==> src/rtl/uart_tx_serializer.sv <==
// Framed asynchronous serial transmitter: start bit, DBIT data bits LSB-first, one stop bit.
// All outputs come straight from flops, so the line is glitch-free.
module uart_tx_serializer #(
  parameter int DBIT         = 8,
  parameter int CLKS_PER_BIT = 16
) (
  input  logic            clk,
  input  logic            reset,
  input  logic            tx_start,
  input  logic [DBIT-1:0] din,
  output logic            tx_ready,
  output logic            tx_done_tick,
  output logic            tx
);

  localparam int CW = (CLKS_PER_BIT > 1) ? $clog2(CLKS_PER_BIT) : 1;
  localparam int IW = (DBIT > 1) ? $clog2(DBIT) : 1;
  localparam logic [CW-1:0] CNT_MAX = CW'(CLKS_PER_BIT - 1);
  localparam logic [IW-1:0] IDX_MAX = IW'(DBIT - 1);

  typedef enum logic [1:0] {
    IDLE  = 2'd0,
    START = 2'd1,
    DATA  = 2'd2,
    STOP  = 2'd3
  } state_t;

  state_t          state_q, state_d;
  logic [CW-1:0]   cnt_q, cnt_d;
  logic [IW-1:0]   idx_q, idx_d;
  logic [DBIT-1:0] sreg_q, sreg_d;
  logic            tx_q, tx_d;
  logic            ready_q, ready_d;
  logic            done_q, done_d;

  // tx_d is the line level for the *next* state, so tx_q lines up with state_q.
  always_comb begin
    state_d = state_q;
    cnt_d   = cnt_q;
    idx_d   = idx_q;
    sreg_d  = sreg_q;
    tx_d    = tx_q;
    case (state_q)
      IDLE: begin
        if (tx_start) begin
          state_d = START;
          sreg_d  = din;
          cnt_d   = '0;
          tx_d    = 1'b0;
        end else begin
          state_d = IDLE;
          tx_d    = 1'b1;
        end
      end
      START: begin
        if (cnt_q == CNT_MAX) begin
          state_d = DATA;
          cnt_d   = '0;
          idx_d   = '0;
          tx_d    = sreg_q[0];
        end else begin
          cnt_d = cnt_q + CW'(1);
          tx_d  = 1'b0;
        end
      end
      DATA: begin
        if (cnt_q == CNT_MAX) begin
          cnt_d  = '0;
          sreg_d = sreg_q >> 1;
          if (idx_q == IDX_MAX) begin
            state_d = STOP;
            tx_d    = 1'b1;
          end else begin
            idx_d = idx_q + IW'(1);
            tx_d  = sreg_q[1];
          end
        end else begin
          cnt_d = cnt_q + CW'(1);
          tx_d  = sreg_q[0];
        end
      end
      STOP: begin
        tx_d = 1'b1;
        if (cnt_q == CNT_MAX) begin
          state_d = IDLE;
          cnt_d   = '0;
        end else begin
          cnt_d = cnt_q + CW'(1);
        end
      end
      default: begin
        state_d = IDLE;
        cnt_d   = '0;
        idx_d   = '0;
        tx_d    = 1'b1;
      end
    endcase
    // Flags are registered from the next-state view so they align with state_q.
    ready_d = (state_d == IDLE);
    done_d  = (state_d == STOP) && (cnt_d == CNT_MAX);
  end

  // State and output registers; reset drives the line high immediately.
  always_ff @(posedge clk or posedge reset) begin
    if (reset) begin
      state_q <= IDLE;
      cnt_q   <= '0;
      idx_q   <= '0;
      sreg_q  <= '0;
      tx_q    <= 1'b1;
      ready_q <= 1'b1;
      done_q  <= 1'b0;
    end else begin
      state_q <= state_d;
      cnt_q   <= cnt_d;
      idx_q   <= idx_d;
      sreg_q  <= sreg_d;
      tx_q    <= tx_d;
      ready_q <= ready_d;
      done_q  <= done_d;
    end
  end

  assign tx           = tx_q;
  assign tx_ready     = ready_q;
  assign tx_done_tick = done_q;

endmodule

==> config.mk <==
export PLATFORM = sky130hd
export DESIGN_NAME = uart_tx_serializer
export DESIGN_NICKNAME = d
export VERILOG_FILES = /design/src/rtl/uart_tx_serializer.sv
export SDC_FILE = /design/constraint.sdc
export NUM_CORES = 1
export LEC_CHECK = 0
export ABC_AREA = 1
export BUFFER_PORTS_ARGS = -buffer_cell sky130_fd_sc_hd__buf_2
export CAP_MARGIN = 20
export CORE_MARGIN = 10
export CORE_UTILIZATION = 45
export DETAILED_ROUTE_END_ITERATION = 10
export PLACE_DENSITY = 0.67
export SYNTH_ARGS = -nofsm -noshare
export SYNTH_HDL_FRONTEND = slang
export SYNTH_SLANG_ARGS = --single-unit
==> constraint.sdc <==
create_clock -name clk -period 1.2 [get_ports clk]
set_input_delay 0.24 -clock clk [delete_from_list [all_inputs] [get_ports clk]]
set_output_delay 0.24 -clock clk [all_outputs]
set_load 0.02 [all_outputs]
==> out/qor.csv, run 1 <==
metric,value,unit
max cap viols,0,
final setup vio count,13,
die footprint,0.004692,mm²
min-delay src,din[7],
routed via count,903,
drc violations,0,
syn_area_per_cell,8.335,µm²
Worst Setup End Kind,register,
unrepaired setup endpoints after global routing,yes,
Tcrit/Tclk final,104.5,%
final worst path period need,1.254,ns
Critical Path AT,1.49,ns
Power per Cell Area,788.8,mW/mm²
most frequent cells in the layout,"nand2_1 (28), inv_1 (18), dfrtp_1 (18), buf_4 (12), buf_2 (11)",
TritonCTS Buffers,3,
Hold WS,0.1874,ns
top cell type's share of synthesized area,42.55,%
vias in the first global route,868,
Die H,68.50,µm
worst hold path type,primary input to register,
core area,0.002233,mm²
WP data required,1.43,ns
clock latency at the later pin of the worst-skew pair,0.30,ns
total length of routed wires,2197,µm
Pins Over Slew Limit,0,
Max Root-Sink Buffers,2,
status,"complete, but fails checks",
DP Area,0.001260,mm²
Die W,68.50,µm
R2R Path End,sreg_q[0],
total grt overflow,0,
synth unique cells,24,
diode count,0,
Crit Path Class,register to register,
"Net count, final",171,
R2R setup slack,-0.05,ns
first-pass GRT wire length,3767,µm
"Seq/Total Area, Yosys",47.52,%
syn_nets,141,
CP peak stage delay,0.41,ns
Worst Clk Skew,0.004703,ns
largest cells by area after synthesis,"dfrtp_1 (43%), nand2_1 (12%), inv_1 (6.4%), dfstp_2 (5.0%), o21ai_1 (4.7%)",
CTS tree,yes,
"commonest non-fill, non-tap cell in the layout",nand2_1,
Synth area leader,dfrtp_1,
initial antenna violation count,0,
setup ws final,-0.05406,ns
layout cells sized above 1,38.46,%
root buffer selected by CTS,clkbuf_4,
initial core utilization,47.39,%
Setup WS pre-CTS,-0.1117,ns
num rows,17,
peak supply drop,0.6174,mV
Synth Instances,127,
gp weighted congestion,0.8780,
"Cell Chain, Critical Path","ha_4, nand3_4, o21ai_4, buf_12, o211ai_1, o21ai_1",
hold path cells,3,
Slew @ Worst Pin,0.2560,ns
PortBufs,13,
detail-routed via count per cell,4.908,
Fmax,797.4,MHz
Antenna Nets Post-Route,0,
Yosys warnings,0,
first-iteration detailed-routing DRC count,37,
design area,0.001396,mm²
H-tree levels,1,
slowest CP cell,dfrtp_1,
Hold Path End,sreg_q[7],
CP max FO,15,
Worst R2R Path Depth,6,
"delay-heaviest family, CP",flip-flops,
leakage power,0.7135,nW
Post-DP HPWL,1622,µm
Synth Register Bits,20,
Fin. Hold Viols,0,
drt wl/cell,11.94,µm
CTS sink cnt,20,
largest net degree at the start of global routing,21,
CP Launch Type,register,
R2R Path Start,cnt_q[1],
Worst Path Buf+Inv,1,
setup TNS,-0.4312,ns
Area Growth Syn to Fin,31.91,%
Slew headroom,82.93,%
failing checks,setup timing,
clk slew on worst S/H paths,0.11,ns
Pre-antenna DRT Iters,4,
Mapped Area,0.001059,mm²
# IOs,14,
GRT Util Overall,10.47,%
[routing by layer]
layer  global-route usage, %  routed length [µm]
met4                   4.523                  34
met1                   11.78                 967
met2                   17.97                1063
met3                   3.060                 131
met5                       0                   0
[state kept, by name, summed over array words and instances (netlist names)]
signal	flops
sreg_q	8
cnt_q	4
idx_q	3
state_q	2
tx	1
tx_done_tick	1
tx_ready	1
[timing repair]
| item | in CTS | in global routing |
|---|---|---|
| pin swaps | 5 | 3 |
| setup endpoints to repair | 18 | 19 |
| buffers inserted | 0 | 2 |
| gates resized for setup | 14 | 6 |
| hold endpoints to repair | 18 | 0 |
| hold buffers | 1 | 0 |
[worst max path at each step]
stage	start	to	depth (start not counted)	slack (ns)
floorplan	cnt_q[0]	sreg_q[2]	6	-0.03
global placement	idx_q[0]	tx_done_tick	8	-0.07
detailed placement	cnt_q[1]	tx_done_tick	8	-0.11
CTS	cnt_q[0]	tx_done_tick	8	-0.07
global route	cnt_q[1]	tx_done_tick	8	-0.17
finish	cnt_q[1]	sreg_q[0]	6	-0.05
[layout make-up]
class | count | area (µm²)
timing repair buffer | 27 | 197.7
sequential | 20 | 503.0
fill | 195 | 837.1
multi-input combinational | 83 | 536.8
tap | 28 | 35.03
inverter | 22 | 87.58
clock buffer | 4 | 36.28
[cells in the mapped netlist]
cell      instances
a21boi_1          1
o21ai_1          10
nand2_1          35
dfrtp_1          18
nand3_2           1
o211ai_1          6
nand2_2           2
nor2_2            2
nand3_1           7
inv_1            18
ha_1              3
buf_6             1
buf_4             1
o31ai_1           1
nor2_1            6
inv_2             4
o21ai_4           1
nand4_1           1
o21ai_0           1
o21ai_2           2
dfstp_2           2
o21bai_1          1
a21oi_1           1
o211ai_2          2
[worst min-delay path, delay by kind of cell]
kind                   cells  cell delay [ns]
AOI/OAI and AO/OA          1             0.06
and+or+nand+nor            1             0.06
buffers and inverters      1             0.09
[kinds of logic after synthesis]
| kind of cell | count (synthesis) | synth area share (%) |
|---|---|---|
| compound gates | 26 | 17.61 |
| flops | 20 | 47.52 |
| simple gates | 54 | 21.75 |
| fa+ha+maj | 3 | 3.546 |
| buf+inv | 24 | 9.574 |
[metrics by stage]
step | std cells | total power [mW] | utilization (%)
floorplan | 127 | 0.6984 | -
global placement | 177 | 0.7228 | 56.41
detailed placement | 177 | 0.7243 | 56.41
CTS | 182 | 1.117 | 60.95
global route | 184 | 1.148 | 62.52
finish | 184 | 1.101 | 62.52
[power by group]
group | leakage, nW | switching [mW] | total, mW | internal, mW
sequential | 0.252 | 0 | 0.674 | 0.674
combinational | 0.440 | 0.0221 | 0.0385 | 0.0164
clock | 0.0210 | 0.204 | 0.389 | 0.185
total | 0.713 | 0.226 | 1.10 | 0.875
Power figures use the tool's default switching activity.
==> run 2, diff against run 1 <==
--- a/config.mk
+++ b/config.mk
@@ -8,10 +8,10 @@
 export ABC_AREA = 1
 export BUFFER_PORTS_ARGS = -buffer_cell sky130_fd_sc_hd__buf_2
 export CAP_MARGIN = 20
+export CORE_ASPECT_RATIO = 0.6
 export CORE_MARGIN = 10
 export CORE_UTILIZATION = 45
 export DETAILED_ROUTE_END_ITERATION = 10
-export PLACE_DENSITY = 0.67
 export SYNTH_ARGS = -nofsm -noshare
 export SYNTH_HDL_FRONTEND = slang
 export SYNTH_SLANG_ARGS = --single-unit
==> constraint.sdc (replaced) <==
create_clock -name clk -period 1.6 [get_ports clk]
set_input_delay 0.32 -clock clk [delete_from_list [all_inputs] [get_ports clk]]
set_output_delay 0.32 -clock clk [all_outputs]
set_load 0.02 [all_outputs]
==> out/qor.csv, run 2 (synthesis results as in run 1) <==
metric,value,unit
Critical Path Stages,8,
first-iteration detailed-routing DRC count,31,
GRT Util Overall,9.685,%
"Cell Chain, Critical Path","ha_1, nand2_1, nor2_2, nand2_1, nand3_1, nand2_1, nand2_1, nor2_1",
first-pass GRT wire length,3691,µm
Critical Path AT,1.62,ns
CP max FO,5,
final worst path period need,1.468,ns
Pre-antenna DRT Iters,4,
PortBufs,13,
peak supply drop,0.4681,mV
"Net count, final",161,
Antenna Nets Post-Route,0,
Post-DP HPWL,1558,µm
R2R Path Start,cnt_q[1],
root buffer selected by CTS,clkbuf_8,
TritonCTS Buffers,3,
max FFs per register,8,
Tcrit/Tclk final,91.74,%
worst setup path end,tx_done_tick,
"delay-heaviest family, CP",simple AND/OR/NAND/NOR gates,
Power per Cell Area,694.3,mW/mm²
Fmax,681.3,MHz
Slew headroom,80.88,%
largest registers,"sreg_q (8), cnt_q (4), idx_q (3)",
clk slew on worst S/H paths,0.07,ns
"commonest non-fill, non-tap cell in the layout",nand2_1,
core area,0.002196,mm²
R2R setup slack,0.13,ns
R2R Path End,tx_done_tick,
detail-routed via count per cell,4.720,
Area Growth Syn to Fin,15.84,%
Worst path most repeated cell,nand2_1,
diode count,0,
die footprint,0.004756,mm²
Worst Clk Skew,0.004558,ns
largest net degree at the start of global routing,21,
leakage power,0.6695,nW
unrepaired setup endpoints after global routing,no,
status,"finished, final reports clean",
# IOs,14,
drc violations,0,
Worst Setup End Kind,register,
Worst Path Buf+Inv,0,
CTS tree,yes,
final setup vio count,0,
Pins Over Slew Limit,0,
gp weighted congestion,0.7213,
CP Launch Type,register,
Fin. Hold Viols,0,
total grt overflow,0,
worst hold path type,primary input to async pin,
Slew @ Worst Pin,0.2865,ns
H-tree levels,1,
Reg with most FFs,sreg_q,
CP peak stage delay,0.41,ns
clock latency at the later pin of the worst-skew pair,0.25,ns
vias in the first global route,845,
Setup crit start,cnt_q[1],
initial core utilization,48.21,%
drt wl/cell,11.80,µm
post-route total power,0.8513,mW
Worst R2R Path Depth,8,
max cap viols,0,
initial antenna violation count,0,
most frequent cells in the layout,"nand2_1 (35), inv_1 (18), dfrtp_1 (18), buf_2 (13), o21ai_1 (10)",
"Core Util, Final",55.84,%
Crit Path Class,register to register,
num rows,13,
routed via count,826,
CTS sink cnt,20,
slowest CP cell,dfrtp_1,
setup TNS,0,ns
layout cells sized above 1,24.83,%
total length of routed wires,2065,µm
Die W,82.62,µm
WP data required,1.75,ns
Die H,57.57,µm
Max Root-Sink Buffers,2,
post-CTS sizing,0,
==> run 2: layout make-up <==
type,count,area [µm²]
Timing Repair Buffer,17,107.6
Fill cell,205,969.7
Multi-Input combinational cell,83,454.2
Clock buffer,3,41.29
Sequential cell,20,503.0
Tap cell,30,37.54
Inverter,22,82.58
==> run 2: through the flow <==
| stage | setup WS [ns] | cell area [µm²] | instances | hold slack (ns) |
|---|---|---|---|---|
| 2_1_floorplan | 0.3401 | 1059 | 127 | 0.2823 |
| 3_3_place_gp | 0.1778 | 1150 | 169 | 0.3570 |
| 3_5_place_dp | 0.1018 | 1150 | 169 | 0.3681 |
| 4_1_cts | 0.08324 | 1191 | 172 | 0.09416 |
| 5_1_grt | 0.01571 | 1226 | 175 | 0.1092 |
| 6_report | 0.1322 | 1226 | 175 | 0.08230 |
==> run 2: worst register-to-register path, delay by kind of cell, from the launching register on <==
family | cells | cell delay, ns
DFF | 1 | 0.41
and+or+nand+nor | 7 | 0.73
adders and majority gates | 1 | 0.23
==> run 2: layer usage <==
metal	up-vias	GRT usage, %	routed length, µm
met5	-	0	0
met1	368	12.39	1057
met4	0	2.138	11
li1	446	-	-
met3	2	4.219	138
met2	10	14.70	858
==> run 2: worst min-delay path by stage <==
| stage | startpoint | to | depth (start not counted) |
|---|---|---|---|
| 6_report | reset | cnt_q[2] | 3 |
| 5_1_grt | reset | cnt_q[2] | 3 |
| 4_1_cts | reset | cnt_q[2] | 3 |
| 3_5_place_dp | reset | cnt_q[2] | 3 |
| 3_3_place_gp | reset | cnt_q[2] | 3 |
| 2_1_floorplan | reset | cnt_q[0] | 1 |
==> run 2: what timing repair did <==
| item | 4_1_cts | 5_1_grt |
|---|---|---|
| hold buffers | 0 | 0 |
| buffers inserted | 0 | 3 |
| endpoints found under the setup margin | 0 | 7 |
==> run 2: where the power goes <==
group / switching (mW) / internal [mW] / leakage [nW]
sequential: 0 / 0.506 / 0.252
combinational: 0.0167 / 0.0107 / 0.395
clock: 0.151 / 0.167 / 0.0216
total: 0.167 / 0.684 / 0.669
==> run 3, diff against run 2 <==
--- a/config.mk
+++ b/config.mk
@@ -6,12 +6,12 @@
 export NUM_CORES = 1
 export LEC_CHECK = 0
 export ABC_AREA = 1
-export BUFFER_PORTS_ARGS = -buffer_cell sky130_fd_sc_hd__buf_2
 export CAP_MARGIN = 20
-export CORE_ASPECT_RATIO = 0.6
 export CORE_MARGIN = 10
-export CORE_UTILIZATION = 45
+export CORE_UTILIZATION = 50
+export CTS_CLUSTER_DIAMETER = 200
 export DETAILED_ROUTE_END_ITERATION = 10
+export DONT_BUFFER_PORTS = 1
 export SYNTH_ARGS = -nofsm -noshare
 export SYNTH_HDL_FRONTEND = slang
 export SYNTH_SLANG_ARGS = --single-unit
==> out/qor.csv, run 3 (synthesis results as in run 1) <==
metric,value,unit
Post-DP HPWL,1527,µm
max cap viols,0,
status,"finished, final reports clean",
Fin. Hold Viols,0,
hold path cells,2,
Pre-antenna DRT Iters,4,
clock latency at the later pin of the worst-skew pair,0.30,ns
H-tree levels,1,
R2R Path End,tx_done_tick,
TritonCTS Buffers,3,
root buffer selected by CTS,clkbuf_4,
post-CTS sizing,0,
met3 usage,2.712,%
Max Root-Sink Buffers,2,
"Cell Chain, Critical Path","ha_1, nand2_1, nor2_2, nand2_1, nand3_1, nand2_1, nand2_1, nor2_1",
slowest CP cell,dfrtp_1,
Area Growth Syn to Fin,9.102,%
fill count,180,
Worst R2R Path Depth,8,
"Cell Count, Final, Fillers Out",160,
met1 capacity usage during global routing,12.72,%
max FFs per register,8,
Slew @ Worst Pin,0.3013,ns
final setup vio count,0,
core area,0.001982,mm²
CP Launch Type,register,
Slew headroom,79.89,%
die footprint,0.004357,mm²
Worst path most repeated cell,nand2_1,
detail-routed via count per cell,5.019,
DP Area,0.001081,mm²
most frequent cells in the layout,"nand2_1 (35), inv_1 (18), dfrtp_1 (18), o21ai_1 (10), nand3_1 (7)",
PortBufs,0,
routed via count,803,
drt wl/cell,12.84,µm
design area,0.001155,mm²
vias in the first global route,719,
worst hold path type,primary input to register,
"commonest non-fill, non-tap cell in the layout",nand2_1,
# IOs,14,
layout cells sized above 1,17.29,%
R2R Path Start,cnt_q[0],
CTS sink cnt,20,
Pins Over Slew Limit,0,
gp weighted congestion,0.8324,
clk slew on worst S/H paths,0.11,ns
drc violations,0,
Die H,66.01,µm
number of placed cells counting well taps,153,
Worst Setup End Kind,register,
R2R setup slack,0.15,ns
CP max FO,5,
setup TNS,0,ns
min-delay src,din[7],
GRT Util Overall,9.848,%
largest registers,"sreg_q (8), cnt_q (4), idx_q (3)",
first-pass GRT wire length,3305,µm
Worst Clk Skew,0.001293,ns
Fmax,689.2,MHz
largest net degree at the start of global routing,19,
leakage power,0.6114,nW
WP data required,1.81,ns
CP peak stage delay,0.42,ns
area of the multi-input gates,454.2,µm²
Reg with most FFs,sreg_q,
Hold Path End,sreg_q[7],
Tcrit/Tclk final,90.69,%
peak supply drop,0.5406,mV
total grt overflow,0,
Critical Path AT,1.66,ns
Power per Cell Area,710.1,mW/mm²
final worst path period need,1.451,ns
Crit Path Class,register to register,
busiest layer in global routing,met2,
unrepaired setup endpoints after global routing,no,
first-iteration detailed-routing DRC count,42,
diode count,0,
num rows,16,
initial core utilization,53.41,%
Seq. cell area,503.0,µm²
Die W,66.01,µm
Antenna Nets Post-Route,0,
initial antenna violation count,0,
"Net count, final",148,
total length of routed wires,2054,µm
routing usage on met2,14.37,%
CTS tree,yes,
[run 3: stage by stage]
step                util [%]  power (mW)  setup WS [ns]  hold WS [ns]
floorplan                  -      0.5238         0.3401        0.2823
finish                 58.27      0.8201         0.1489        0.1507
global route           58.27      0.8478       0.007245        0.1575
detailed placement     54.55      0.5289        0.07021        0.1720
global placement       54.55      0.5286         0.1606        0.1664
CTS                    56.88      0.8308        0.02553        0.1457
[run 3: how the worst max path moves through the flow]
stage / startpoint / to / cells after the start
floorplan: cnt_q[0] / sreg_q[2] / 6
finish: cnt_q[0] / tx_done_tick / 8
detailed placement: cnt_q[0] / sreg_q[4] / 5
global placement: cnt_q[0] / sreg_q[0] / 5
global route: cnt_q[0] / idx_q[0] / 6
CTS: cnt_q[0] / sreg_q[4] / 5
[run 3: layout make-up]
type                    count  share of cell area (%)
clock buffers               4                   3.142
flip-flops and latches     20                   43.55
repair buffers              4                   3.900
well taps                  27                   2.925
inverters                  22                   7.151
multi-input cells          83                   39.33
[run 3: per-layer routing]
layer	part of all wire, %	routed length [µm]
met5	0	0
met4	1.8	36
met3	4.2	87
met2	45	923
met1	49	1006
[run 3: what timing repair did]
item	CTS	global route
hold buffers	1	0
endpoints found under the hold margin	5	0
setup endpoints to repair	0	7
setup buffers	0	2
[run 3: critical path, delay by kind of cell, from the launching register on]
family / cells / cell delay (ns)
fa+ha+maj: 1 / 0.24
simple gates: 7 / 0.69
flops: 1 / 0.42
[run 3: report_power, final]
part	internal (mW)	total [mW]	switching, mW
Clock	0.139	0.299	0.160
Sequential	0.506	0.506	0
Combinational	0.00385	0.0152	0.0113
